### src/rtl/uart_pkg.sv
// uart_pkg: shared constants and state encoding for the UART receiver.
// Optional parity state is present only when UART_RX_PARITY_EN is defined.
package uart_pkg;

  localparam int OVERSAMPLE = 16;
  localparam int MID_SAMPLE = 8;
  localparam int DATA_BITS  = 8;

  typedef enum logic [2:0] {
    IDLE,
    START,
    DATA,
`ifdef UART_RX_PARITY_EN
    PARITY,
`endif
    STOP,
    WAIT_HIGH
  } state_e;

endpackage

### src/rtl/uart_rx_sync.sv
// uart_rx_sync: 2-flop synchronizer for the serial line, resets to 1 (idle).
// Ports: clk, rst_n (async, active-low), d (async input), q (synchronized).
module uart_rx_sync (
  input  logic clk,
  input  logic rst_n,
  input  logic d,
  output logic q
);

  logic meta_q;

  always_ff @(posedge clk or negedge rst_n) begin
    if (!rst_n) begin
      meta_q <= 1'b1;
      q      <= 1'b1;
    end else begin
      meta_q <= d;
      q      <= meta_q;
    end
  end

endmodule

### src/rtl/uart_rx.sv
// uart_rx: 16x oversampling 8N1 receiver (8E1 with UART_RX_PARITY_EN).
// Ports: clk, rst_n, rx in; data_out, valid, framing_err, busy out.
module uart_rx
  import uart_pkg::*;
#(
  parameter int CLK_FREQ  = 50000000,
  parameter int BAUD_RATE = 9600
) (
  input  logic       clk,
  input  logic       rst_n,
  input  logic       rx,
  output logic [7:0] data_out,
  output logic       valid,
  output logic       framing_err,
  output logic       busy
);

  localparam int OS_DIV_RAW = CLK_FREQ / (BAUD_RATE * OVERSAMPLE);
  localparam int OS_DIV = (OS_DIV_RAW < 1) ? 1 : OS_DIV_RAW;
  localparam int DIV_W  = (OS_DIV > 1) ? $clog2(OS_DIV) : 1;

  localparam logic [DIV_W-1:0] DIV_LAST = DIV_W'(OS_DIV - 1);
  localparam logic [3:0] TICK_LAST = 4'(OVERSAMPLE - 1);
  localparam logic [3:0] TICK_MID  = 4'(MID_SAMPLE - 1);
  localparam logic [2:0] BIT_LAST  = 3'(DATA_BITS - 1);

  logic rx_s;

  state_e state_q, state_d;

  logic [DIV_W-1:0]     div_q;
  logic [3:0]           tick_cnt_q;
  logic [2:0]           bit_cnt_q;
  logic [DATA_BITS-1:0] shift_q;
  logic [7:0]           data_q;
  logic                 valid_q;
  logic                 ferr_q;

  logic tick;
  logic mid_tick;
  logic last_tick;
  logic do_shift;
  logic good;
  logic bad;
  logic par_ok;
  logic frame_start;
  logic state_chg;

`ifdef UART_RX_PARITY_EN
  logic par_err_q;
  logic par_sample;
`endif

  uart_rx_sync u_sync (
    .clk   (clk),
    .rst_n (rst_n),
    .d     (rx),
    .q     (rx_s)
  );

  assign tick      = (div_q == DIV_LAST);
  assign mid_tick  = tick && (tick_cnt_q == TICK_MID);
  assign last_tick = tick && (tick_cnt_q == TICK_LAST);

`ifdef UART_RX_PARITY_EN
  assign par_ok = !par_err_q;
`else
  assign par_ok = 1'b1;
`endif

  always_comb begin
    state_d  = state_q;
    do_shift = 1'b0;
    good     = 1'b0;
    bad      = 1'b0;
`ifdef UART_RX_PARITY_EN
    par_sample = 1'b0;
`endif
    unique case (state_q)
      IDLE: begin
        if (!rx_s) state_d = START;
      end
      START: begin
        // Mid start bit: still low means a real frame.
        if (mid_tick) state_d = rx_s ? IDLE : DATA;
      end
      DATA: begin
        if (last_tick) begin
          do_shift = 1'b1;
          if (bit_cnt_q == BIT_LAST) begin
`ifdef UART_RX_PARITY_EN
            state_d = PARITY;
`else
            state_d = STOP;
`endif
          end
        end
      end
`ifdef UART_RX_PARITY_EN
      PARITY: begin
        if (last_tick) begin
          par_sample = 1'b1;
          state_d    = STOP;
        end
      end
`endif
      STOP: begin
        if (last_tick) begin
          if (rx_s && par_ok) begin
            good    = 1'b1;
            state_d = IDLE;
          end else begin
            bad     = 1'b1;
            state_d = WAIT_HIGH;
          end
        end
      end
      WAIT_HIGH: begin
        // Hold off until the line idles so a break is not reframed.
        if (rx_s) state_d = IDLE;
      end
      default: state_d = IDLE;
    endcase
  end

  assign frame_start = (state_q == IDLE) && (state_d == START);
  assign state_chg   = (state_d != state_q);

  always_ff @(posedge clk or negedge rst_n) begin
    if (!rst_n) begin
      state_q <= IDLE;
    end else begin
      state_q <= state_d;
    end
  end

  // Divider restarts on the start edge so ticks align to it.
  always_ff @(posedge clk or negedge rst_n) begin
    if (!rst_n) begin
      div_q <= '0;
    end else if (frame_start || tick) begin
      div_q <= '0;
    end else begin
      div_q <= div_q + 1'b1;
    end
  end

  always_ff @(posedge clk or negedge rst_n) begin
    if (!rst_n) begin
      tick_cnt_q <= '0;
      bit_cnt_q  <= '0;
    end else if (state_chg) begin
      tick_cnt_q <= '0;
      bit_cnt_q  <= '0;
    end else begin
      if (tick)     tick_cnt_q <= tick_cnt_q + 4'd1;
      if (do_shift) bit_cnt_q  <= bit_cnt_q + 3'd1;
    end
  end

  always_ff @(posedge clk or negedge rst_n) begin
    if (!rst_n) begin
      shift_q <= '0;
    end else if (do_shift) begin
      shift_q <= {rx_s, shift_q[DATA_BITS-1:1]};
    end
  end

`ifdef UART_RX_PARITY_EN
  // Even parity: data bits xor parity bit must be zero.
  always_ff @(posedge clk or negedge rst_n) begin
    if (!rst_n) begin
      par_err_q <= 1'b0;
    end else if (frame_start) begin
      par_err_q <= 1'b0;
    end else if (par_sample) begin
      par_err_q <= (^shift_q) ^ rx_s;
    end
  end
`endif

  always_ff @(posedge clk or negedge rst_n) begin
    if (!rst_n) begin
      data_q  <= 8'h00;
      valid_q <= 1'b0;
      ferr_q  <= 1'b0;
    end else begin
      valid_q <= good;
      ferr_q  <= bad;
      if (good) data_q <= shift_q;
    end
  end

  assign data_out    = data_q;
  assign valid       = valid_q;
  assign framing_err = ferr_q;
  assign busy        = (state_q != IDLE);

endmodule

### config.mk
export PLATFORM = sky130hd
export DESIGN_NAME = uart_rx
export DESIGN_NICKNAME = d
export VERILOG_FILES = /design/src/rtl/uart_pkg.sv /design/src/rtl/uart_rx_sync.sv /design/src/rtl/uart_rx.sv
export SDC_FILE = /design/constraint.sdc
export NUM_CORES = 1
export LEC_CHECK = 0
export CORE_ASPECT_RATIO = 0.9
export CORE_UTILIZATION = 54
export CTS_BUF_LIST = sky130_fd_sc_hd__clkbuf_2
export CTS_CLUSTER_SIZE = 40
export DETAILED_ROUTE_END_ITERATION = 7
export PLACE_DENSITY = 0.75
export SETUP_SLACK_MARGIN = 0.05
export SKIP_LAST_GASP = 1
export SYNTH_ARGS = -nofsm -noshare
export SYNTH_HDL_FRONTEND = slang
export SYNTH_SLANG_ARGS = --single-unit
### constraint.sdc
create_clock -name clk -period 2 [get_ports clk]
set_input_delay 0.3 -clock clk [delete_from_list [all_inputs] [get_ports clk]]
set_output_delay 0.3 -clock clk [all_outputs]
set_load 0.02 [all_outputs]
==> reports/metrics.yaml, run 1 <==
worst_setup_path:
  critPathMaxFanout: 5
  cp-startpoint: "div_q[3]$_DFF_PN0_"
  crit_type: "flop to flop"
  arrival_ps: 2330
  path_depth: 4
  reg2reg_from: "div_q[3]$_DFF_PN0_"
  path_buf_inv: 1
  critical-path-top-delay-family: "simple AND/OR/NAND/NOR gates"
  worstReg2RegEnd: "shift_q[5]$_DFFE_PN0P_"
  max_stage_delay_ps: 600
  cp.required_ps: 2300
  path_cells: "or4b_4 -> nor4b_4 -> buf_4 -> mux2_4"
  r2r_setup_slack_ps: -30
  reg2regPathDepth: 4
  endpoint_kind: "flop"
  crit_slowest_cell: "or4b_4"
  critPathLaunchType: "flop"
flow_run:
  drv_cap: 0
floorplan:
  die_x_um: 61.99
  num_io_pins: 14
  std_cell_rows: 19
  die_height_um: 56.00
  core_um2: 3067
  die_area_um2: 3471
  start_util_pct: 57.04
routing:
  viasPerCell: 5.496
  drc: 0
  postRouteAntennaNets: 0
  drt_first_pass_iters: 4
  wl_um: 3984
  wl_per_cell_um: 17.63
  drt_iter0_markers: 84
  num_vias: 1242
sta:
  period_minus_slack_ps: 2026
  fin_crit_sh_pct: 101.3
  drv_slew: 0
  worst_pin_slew_ps: 840.3
  finalWorstSetupSlack_ps: -25.67
  final-setup-viol-count: 3
  fmax_ghz: 0.4937
  rsz0062_at_grt: "true"
  fin_skew_ps: 22.50
  slew_headroom_pct: 43.98
  final-hold-violation-count: 0
  fin_setup_tns_ps: -35.10
power_and_ir_drop:
  power_density_nw_per_um2: 618.8
  p_total_mw: 1.421
  swShare_pct: 19.78
  p_sw_uw: 281.1
  leakage_nw: 1.122
  power_frac_comb_pct: 1.6
  power_frac_clock_pct: 42.4
  internal-power_mw: 1.140
  p_seq_share_pct: 56.0
  vdd_drop_max_uv: 433.9
layout:
  fin_area_um2: 2297
  fillCellCount: 190
  antenna_cells: 0
  syn_to_final_growth_pct: 31.33
  nNetsFinal: 191
  drive_above_1_share_pct: 32.61
global_routing:
  grt-ovfl-total: 0
  grt_pass1_wl_um: 5954
  grt_usage_pct: 23.87
  antenna_found_initial: 0
  grt_pass1_vias: 1285
  grt_max_degree: 40
yosys:
  synth_edf_count: 0
  avgSynthCellArea_um2: 11.90
  syn_inst: 147
  ys_types: 35
  synth_warnings: 0
  netlist_area_um2: 1749
  synth-main-ff-cell: "dfrtp_1"
  yosysTopAreaCell: "dfrtp_1"
  ys_seq_elements: 39
  synthTopCellsByArea: "dfrtp_1, mux2_2, xnor2_1"
  async_flop_share_pct: 100.0
  synth_seq_area_share_pct: 55.94
  yosysTopAreaCellShare_pct: 52.93
  synthesis.nets: 155
placed_design:
  place_congestion: 0.9189
  port_buffers: 13
  placed_cell_area_um2: 2006
  dp_hpwl_um: 2404
  detailedPlace.worstSlack_ps: -116.9
hold_path:
  min_delay_path_depth: 1
  min_from: "rx"
  min_to: "u_sync.meta_q$_DFF_PN1_"
  min_path_type: "primary input to flop"
clock_tree:
  clock_latency_ps: 410
  cts_buffer_depth: 2
  cts_tree: "done"
  clk_pin_slew_ps: 190
  cts-htree-levels: 2
  clkSinkCount: 39
  cts-buffers-inserted: 5
  cts_root_buf: "clkbuf_2"
outcome:
  violations: "negative setup slack"
  outcome: "finished, violations left"
-- layout make-up --
type	instances	area, um2	area share (%)
Timing Repair Buffer	34	309.0	13.45
Multi-Input combinational cell	98	844.6	36.76
Clock buffer	6	30.03	1.307
Sequential cell	39	982.2	42.76
Inverter	5	18.77	0.8170
Clock inverter	2	60.06	2.614
Tap cell	42	52.55	2.288
-- per-stage QoR --
| stage | util, % | instances | hold slack [ps] |
|---|---|---|---|
| finish | 74.91 | 226 | 300.6 |
| global route | 74.91 | 226 | 244.3 |
| CTS | 70.71 | 220 | 280.5 |
| detailed placement | 65.40 | 209 | 350.1 |
| global placement | 65.40 | 209 | 348.5 |
| floorplan | - | 147 | 4.409 |
-- repair_timing --
action,CTS,global route
gates resized for setup,15,23
endpoints found under the hold margin,17,0
endpoints found under the setup margin,34,35
hold buffers,1,0
buffers inserted,2,5
cloned,0,1
pin swaps,0,3
-- worst max-delay path by stage --
stage / slack (ps) / endpoint
4_1_cts: -30 / shift_q[2]$_DFFE_PN0P_
3_5_place_dp: -120 / tick_cnt_q[0]$_DFFE_PN0P_
2_1_floorplan: -60 / data_out[0]$_DFFE_PN0P_
6_report: -30 / shift_q[5]$_DFFE_PN0P_
5_1_grt: -90 / shift_q[5]$_DFFE_PN0P_
3_3_place_gp: -70 / bit_cnt_q[0]$_DFFE_PN0P_
-- sequential cells by signal, indices dropped and copies added, names as in the netlist --
signal / cells
bit_cnt_q: 3
data_out: 8
div_q: 9
framing_err: 1
shift_q: 8
state_q: 3
tick_cnt_q: 4
u_sync.meta_q: 1
u_sync.q: 1
valid: 1
-- synth_stat cells, types with 2 or more instances --
cell type and n:
ha_1 5, and3_1 2, nand2_1 6, nor2b_1 2, dfstp_2 2, clkbuf_1 3, inv_1 5, nor3_1 14
xnor2_1 9, mux2_2 16, xor2_1 3, nor2_1 16, dfrtp_1 37, nand3_1 4, mux2i_1 3
-- worst register-to-register path: cells and delay by family (launching register included) --
family                 cells  cell delay (ps)
and+or+nand+nor            2              990
buffers and inverters      1              220
muxes                      1              310
DFF                        1              420
-- per-layer routing --
layer,up-vias,global-route usage (%),wire length (um)
met2,26,34.19,2026
met3,10,7.209,115
met4,0,11.43,90
met5,-,0,0
li1,583,-,-
met1,623,32.66,1751
-- kinds of logic (layout without fill, tap and decap cells) --
kind of cell / Yosys count / in the layout / share of synthesized area [%]
DFF: 39 / 39 / 55.94
muxes: 19 / 19 / 12.02
AOI/OAI and AO/OA: 9 / 9 / 3.935
buffers and inverters: 10 / 47 / 2.432
adders and majority gates: 5 / 5 / 3.577
xor gates and xnor gates: 12 / 12 / 6.009
and+or+nand+nor: 53 / 53 / 16.10
-- power by group through the flow --
stage,Clock [mW],Combinational [mW],Sequential (mW)
6_report,0.603,0.0224,0.796
5_1_grt,0.644,0.0268,0.797
4_1_cts,0.605,0.0238,0.796
3_5_place_dp,0,0.0222,0.810
3_3_place_gp,0,0.0211,0.810
2_1_floorplan,0,0.00342,0.809
-- cell usage in the layout, fill, tap and decap left out, drive strengths merged, types with 2 or more instances in the layout --
cell type	count
nand3	4
mux2	16
and3	2
mux2i	3
nor3	15
buf	21
ha	5
dfstp	2
clkbuf	6
clkdlybuf4s50	11
nand2	6
dfrtp	37
inv	5
nor2	16
xnor2	9
bufinv	2
nor2b	2
xor2	3
(Power assumes the default switching activity.)
==> run 2: changes to the inputs <==
- MAX_ROUTING_LAYER: default -> met4
==> run 2 against run 1 <==
Effect of this change: the flow still finishes with violations (negative setup slack); final cell count is 1.3% higher; combinational power hardly changed; via count is 0.24% lower; maximum frequency is 0.92% higher; non-clock buffer count is 3 higher; global-route usage is 0.45 points higher; count of clock-buffer cells in the layout stayed put; flip-flop and latch count stayed put; first-iteration DRC count is 12% lower; critical endpoint is now data_out[0]$_DFFE_PN0P_.
==> reports/metrics.yaml, run 2 (same netlist as run 1, synthesis figures left out) <==
worst_setup_path:
  cp.required_ps: 2290  # was 2300 ps
  endpoint_kind: "flop"  # unchanged
  crit_slowest_cell: "or4b_4"  # unchanged
  reg2reg_from: "div_q[3]$_DFF_PN0_"  # unchanged
  worstReg2RegEnd: "data_out[0]$_DFFE_PN0P_"  # was shift_q[5]$_DFFE_PN0P_
  cp-startpoint: "div_q[3]$_DFF_PN0_"  # unchanged
  critPathMaxFanout: 8  # was 5
  r2r_setup_slack_ps: -7  # was -30 ps
  max_stage_delay_ps: 590  # was 600 ps
  reg2regPathDepth: 5  # was 4
  arrival_ps: 2290  # was 2330 ps
  critPathLaunchType: "flop"  # unchanged
  crit_type: "flop to flop"  # unchanged
  path_cells: "or4b_4 -> or2_4 -> nor3_4 -> buf_12 -> mux2_2"  # was or4b_4 -> nor4b_4 -> buf_4 -> mux2_4
outcome:
  violations: "negative setup slack"  # unchanged
  outcome: "finished, violations left"  # unchanged
floorplan:
  die_area_um2: 3471  # unchanged
  core_um2: 3067  # unchanged
  die_height_um: 56.00  # unchanged
  std_cell_rows: 19  # unchanged
  num_io_pins: 14  # unchanged
  start_util_pct: 57.04  # unchanged
  die_x_um: 61.99  # unchanged
power_and_ir_drop:
  p_total_mw: 1.293  # was 1.421 mW
  power_density_nw_per_um2: 582.1  # was 618.8 nW/um2
  leakage_nw: 1.055  # was 1.122 nW
  vdd_drop_max_uv: 423.6  # was 433.9 uV
hold_path:
  min_from: "rx"  # unchanged
  min_to: "u_sync.meta_q$_DFF_PN1_"  # unchanged
  min_path_type: "primary input to flop"  # unchanged
  min_delay_path_depth: 1  # unchanged
clock_tree:
  clkSinkCount: 39  # unchanged
  clk_pin_slew_ps: 200  # was 190 ps
  clock_latency_ps: 400  # was 410 ps
  cts_buffer_depth: 2  # unchanged
  cts-buffers-inserted: 5  # unchanged
  cts-htree-levels: 2  # unchanged
  cts_root_buf: "clkbuf_2"  # unchanged
  cts_tree: "done"  # unchanged
global_routing:
  grt_max_degree: 40  # unchanged
  grt_usage_pct: 24.31  # was 23.87%
  antenna_found_initial: 0  # unchanged
  grt_pass1_vias: 1248  # was 1,285
  grt_pass1_wl_um: 5830  # was 5954 um
  grt-ovfl-total: 0  # unchanged
sta:
  period_minus_slack_ps: 2007  # was 2026 ps
  fmax_ghz: 0.4982  # was 0.4937 GHz
  drv_slew: 0  # unchanged
  rsz0062_at_grt: "true"  # unchanged
  final-hold-violation-count: 0  # unchanged
  worst_pin_slew_ps: 832.0  # was 840.3 ps
  fin_skew_ps: 26.23  # was 22.50 ps
  fin_crit_sh_pct: 100.4  # was 101.3%
  slew_headroom_pct: 44.53  # was 43.98%
  final-setup-viol-count: 2  # was 3
  finalWorstSetupSlack_ps: -7.259  # was -25.67 ps
routing:
  drc: 0  # unchanged
  num_vias: 1239  # was 1,242
  wl_per_cell_um: 15.53  # was 17.63 um
  viasPerCell: 5.410  # was 5.496
  postRouteAntennaNets: 0  # unchanged
  drt_first_pass_iters: 4  # unchanged
  wl_um: 3556  # was 3984 um
  drt_iter0_markers: 74  # was 84
layout:
  most-common-layout-cells: "dfrtp_1, buf_4, nor2_1, mux2_2, nor3_1"  # was dfrtp_1, mux2_4, buf_4
  largest_register_ffs: 9  # unchanged
  top_register: "div_q"  # unchanged
  utilization_pct: 72.46  # was 74.91%
  drive_above_1_share_pct: 34.22  # was 32.61%
  syn_to_final_growth_pct: 27.04  # was 31.33%
  final_cell_count_no_fill: 229  # was 226
  antenna_cells: 0  # unchanged
  nNetsFinal: 194  # was 191
  final_common_cell: "dfrtp_1"  # unchanged
  fin_area_um2: 2222  # was 2297 um2
placed_design:
  place_inst: 210  # was 209
  place_congestion: 0.9245  # was 0.9189
  placed_cell_area_um2: 2013  # was 2006 um2
  detailedPlace.worstSlack_ps: -89.71  # was -116.9 ps
  dp_hpwl_um: 2368  # was 2404 um
  port_buffers: 13  # unchanged
flow_run:
  drv_cap: 0  # unchanged
run 2: cell types whose count changed in the layout (fill, tap and decap cells not counted), sizes merged:
| cell | change |
|---|---|
| clkdlybuf4s15 | -1 |
| clkinvlp | +1 |
| bufinv | -1 |
| dlygate4sd2 | +1 |
| buf | +3 |
run 2: routing by layer:
metal  up-vias  part of all wire, %  wire, um  track usage (%)
li1        593                    -         -                -
met1       620                   45      1608            31.24
met2        19                   51      1807            36.17
met3         7                  2.3        83            6.512
met4         0                  1.6        56            9.841
met5         -                    0         0                -
run 2: where the power goes:
| group | internal, mW | total (mW) | switching (mW) |
|---|---|---|---|
| Clock | 0.216 | 0.475 | 0.259 |
| Sequential | 0.793 | 0.796 | 0.00252 |
| Combinational | 0.00479 | 0.0225 | 0.0177 |
| Total | 1.01 | 1.29 | 0.279 |
run 2: worst max path at each step:
stage	endpoint	depth (start not counted)
3_3_place_gp	bit_cnt_q[1]$_DFFE_PN0P_	4
3_5_place_dp	tick_cnt_q[0]$_DFFE_PN0P_	4
5_1_grt	data_out[1]$_DFFE_PN0P_	5
6_report	data_out[0]$_DFFE_PN0P_	5
4_1_cts	data_out[0]$_DFFE_PN0P_	5
2_1_floorplan	data_out[0]$_DFFE_PN0P_	5
run 2: cell type report:
type,count,area [um2]
multi-input cells,98,782.0
repair buffers,37,319.1
flip-flops and latches,39,982.2
clock inverters,2,37.54
fillers,212,844.6
inverters,5,18.77
well taps,42,52.55
clock buffers,6,30.03
run 2: worst max-delay path, delay by kind of cell (launching register included):
kind | cells | cell delay (ps)
simple gates | 3 | 1010
mux | 1 | 330
flops | 1 | 420
buf+inv | 1 | 150
run 2: timing repair:
item / CTS / global route
gates resized for setup: 7 / 12
setup endpoints to repair: 29 / 34
hold endpoints to repair: 22 / 0
hold buffers: 1 / 0
buffers inserted: 4 / 5
pin swaps: 2 / 0
gates cloned: 0 / 1
run 2: metrics by stage:
| step | setup TNS (ps) | hold WS, ps |
|---|---|---|
| after floorplan | -573.9 | 4.409 |
| after global placement | -412.6 | 348.8 |
| after detailed placement | -594.6 | 349.0 |
| after CTS | 0 | 276.7 |
| after global routing | -860.3 | 240.7 |
| final | -12.45 | 287.0 |
==> run 3: changes to the inputs <==
- clock period: 2 -> 1.6 ns (I/O delays scaled with it)
==> run 3 against run 2 <==
Effect of this change: global-route usage increased by 2.2 points; final cell count is 8.7% higher; clock power grew 30%; first-iteration DRC count is 30% lower; critical endpoint is now bit_cnt_q[0]$_DFFE_PN0P_; the flow still finishes with violations (negative setup slack); worst setup slack worse by 410 ps; design area is 11% higher; wire length up 14%; via count rose by 8.8%; die area is the same; power up 28%; non-clock buffer count rose by 19; count of clock-buffer cells in the layout is 1 lower.
==> reports/metrics.yaml, run 3 (same netlist as run 1, synthesis figures left out) <==
outcome:
  outcome: "finished, violations left"  # unchanged
  violations: "negative setup slack"  # unchanged
clock_tree:
  cts_root_buf: "clkbuf_2"  # unchanged
  cts-buffers-inserted: 5  # unchanged
  cts_buffer_depth: 2  # unchanged
  cts_tree: "done"  # unchanged
  clkSinkCount: 39  # unchanged
  clk_pin_slew_ps: 210  # was 200 ps
  clock_latency_ps: 390  # was 400 ps
  cts-htree-levels: 2  # unchanged
floorplan:
  die_x_um: 61.99  # unchanged
  die_area_um2: 3471  # unchanged
  std_cell_rows: 19  # unchanged
  die_height_um: 56.00  # unchanged
  num_io_pins: 14  # unchanged
  core_um2: 3067  # unchanged
  start_util_pct: 57.04  # unchanged
sta:
  final-setup-viol-count: 37  # was 2
  period_minus_slack_ps: 2016  # was 2007 ps
  fin_skew_ps: 24.48  # was 26.23 ps
  finalWorstSetupSlack_ps: -415.6  # was -7.259 ps
  final-hold-violation-count: 0  # unchanged
  whs_ps: 241.1  # was 287.0 ps
  rsz0062_at_grt: "true"  # unchanged
  fmax_ghz: 0.4961  # was 0.4982 GHz
  slew_headroom_pct: 71.38  # was 44.53%
  drv_slew: 0  # unchanged
  worst_pin_slew_ps: 429.3  # was 832.0 ps
  fin_crit_sh_pct: 126.0  # was 100.4%
placed_design:
  placed_cell_area_um2: 2161  # was 2013 um2
  dp_hpwl_um: 2567  # was 2368 um
  place_inst: 228  # was 210
  port_buffers: 13  # unchanged
  place_congestion: 0.8654  # was 0.9245
  detailedPlace.worstSlack_ps: -515.1  # was -89.71 ps
layout:
  register_area_um2: 978.4  # was 982.2 um2
  final_cell_count_no_fill: 249  # was 229
  top_register: "div_q"  # unchanged
  fin_area_um2: 2465  # was 2222 um2
  fillCellCount: 176  # was 212
  antenna_cells: 0  # unchanged
  nNetsFinal: 214  # was 194
  multi_input_area_um2: 853.3  # was 782.0 um2
  final_common_cell: "dfrtp_1"  # unchanged
  most-common-layout-cells: "dfrtp_1, buf_4, mux2_2"  # was dfrtp_1, buf_4, nor2_1, mux2_2, nor3_1
  largest_register_ffs: 9  # unchanged
  syn_to_final_growth_pct: 40.92  # was 27.04%
  drive_above_1_share_pct: 43.48  # was 34.22%
global_routing:
  antenna_found_initial: 0  # unchanged
  grt-ovfl-total: 0  # unchanged
  grt_max_degree: 23  # was 40
  grt_pass1_vias: 1379  # was 1,248
  grt_usage_pct: 26.49  # was 24.31%
  grt_pass1_wl_um: 6382  # was 5830 um
power_and_ir_drop:
  vdd_drop_max_uv: 599.6  # was 423.6 uV
  p_total_mw: 1.651  # was 1.293 mW
  leakage_nw: 1.269  # was 1.055 nW
  power_density_nw_per_um2: 669.7  # was 582.1 nW/um2
worst_setup_path:
  crit_type: "flop to flop"  # unchanged
  critPathMaxFanout: 7  # was 8
  cp-endpoint: "bit_cnt_q[0]$_DFFE_PN0P_"  # was data_out[0]$_DFFE_PN0P_
  path_buf_inv: 2  # was 1
  path_depth: 6  # was 5
  worstReg2RegEnd: "bit_cnt_q[0]$_DFFE_PN0P_"  # was data_out[0]$_DFFE_PN0P_
  critPathLaunchType: "flop"  # unchanged
  cp-startpoint: "div_q[3]$_DFF_PN0_"  # unchanged
  r2r_setup_slack_ps: -420  # was -7 ps
  arrival_ps: 2300  # was 2290 ps
  max_stage_delay_ps: 580  # was 590 ps
  crit_slowest_cell: "or4b_4"  # unchanged
  path_cells: "or4b_4 -> buf_4 -> o41ai_4 -> o31a_1 -> buf_6 -> nor3_1"  # was or4b_4 -> or2_4 -> nor3_4 -> buf_12 -> mux2_2
  cp.required_ps: 1880  # was 2290 ps
  critical-path-top-delay-family: "simple AND/OR/NAND/NOR gates"  # unchanged
  reg2reg_from: "div_q[3]$_DFF_PN0_"  # unchanged
  reg2regPathDepth: 6  # was 5
  endpoint_kind: "flop"  # unchanged
hold_path:
  min_path_type: "primary input to flop"  # unchanged
routing:
  postRouteAntennaNets: 0  # unchanged
  num_vias: 1348  # was 1,239
  drt_iter0_markers: 52  # was 74
  wl_um: 4056  # was 3556 um
  drt_first_pass_iters: 4  # unchanged
  drc: 0  # unchanged
  viasPerCell: 5.414  # was 5.410
  wl_per_cell_um: 16.29  # was 15.53 um
flow_run:
  drv_cap: 0  # unchanged
run 3: changes by cell type in the layout (fill, tap and decap cells not counted), sizes merged:
cell | previous run | this run
a21o | 1 | 2
buf | 24 | 44
clkbuf | 6 | 5
clkdlybuf4s50 | 11 | 1
dlygate4sd2 | 1 | 10
inv | 5 | 6
run 3: area by class of cell:
type | instances | area share [%]
clock buffers | 5 | 1.015
well taps | 42 | 2.132
inverters | 5 | 0.7614
repair buffers | 56 | 19.90
flip-flops and latches | 39 | 39.70
clock inverters | 3 | 1.878
multi-input cells | 99 | 34.62
run 3: metal layers:
metal	global-route usage, %	share of wire (%)
met5	-	0
met4	8.254	0.91
met3	6.047	3.4
met2	40.73	52
met1	34.71	43
run 3: power by group:
group	internal [mW]	switching, mW
clock	0.269	0.346
combinational	0.0140	0.0280
sequential	0.992	0.00106
total	1.28	0.375
run 3: what timing repair did:
| item | in CTS | in global routing |
|---|---|---|
| pin swaps | 5 | 10 |
| endpoints found under the hold margin | 15 | 0 |
| hold buffers | 1 | 0 |
| resized for setup | 36 | 14 |
| endpoints found under the setup margin | 48 | 38 |
| gates cloned | 1 | 0 |
| buffers inserted | 9 | 4 |
run 3: metrics by stage:
stage / TNS [ps] / utilization [%]
floorplan: -10310 / -
global placement: -11440 / 70.46
detailed placement: -13590 / 70.46
CTS: -9859 / 78.34
global route: -12590 / 80.38
finish: -11200 / 80.38
run 3: worst min path at each step:
| stage | start | endpoint | slack [ps] | depth (start not counted) |
|---|---|---|---|---|
| finish | rx | u_sync.meta_q$_DFF_PN1_ | 240 | 1 |
| detailed placement | rst_n | state_q[0]$_DFF_PN0_ | 200 | 1 |
| global route | rx | u_sync.meta_q$_DFF_PN1_ | 190 | 1 |
| floorplan | rst_n | bit_cnt_q[0]$_DFFE_PN0P_ | -60 | 0 |
| CTS | rx | u_sync.meta_q$_DFF_PN1_ | 210 | 1 |
| global placement | rst_n | state_q[0]$_DFF_PN0_ | 190 | 1 |
run 3: worst reg2reg max path, cell delays in order, from the launching register on:
cell,delay (ps)
dfrtp_1,430
or4b_4,580
buf_4,170
o41ai_4,330
o31a_1,210
buf_6,130
nor3_1,70
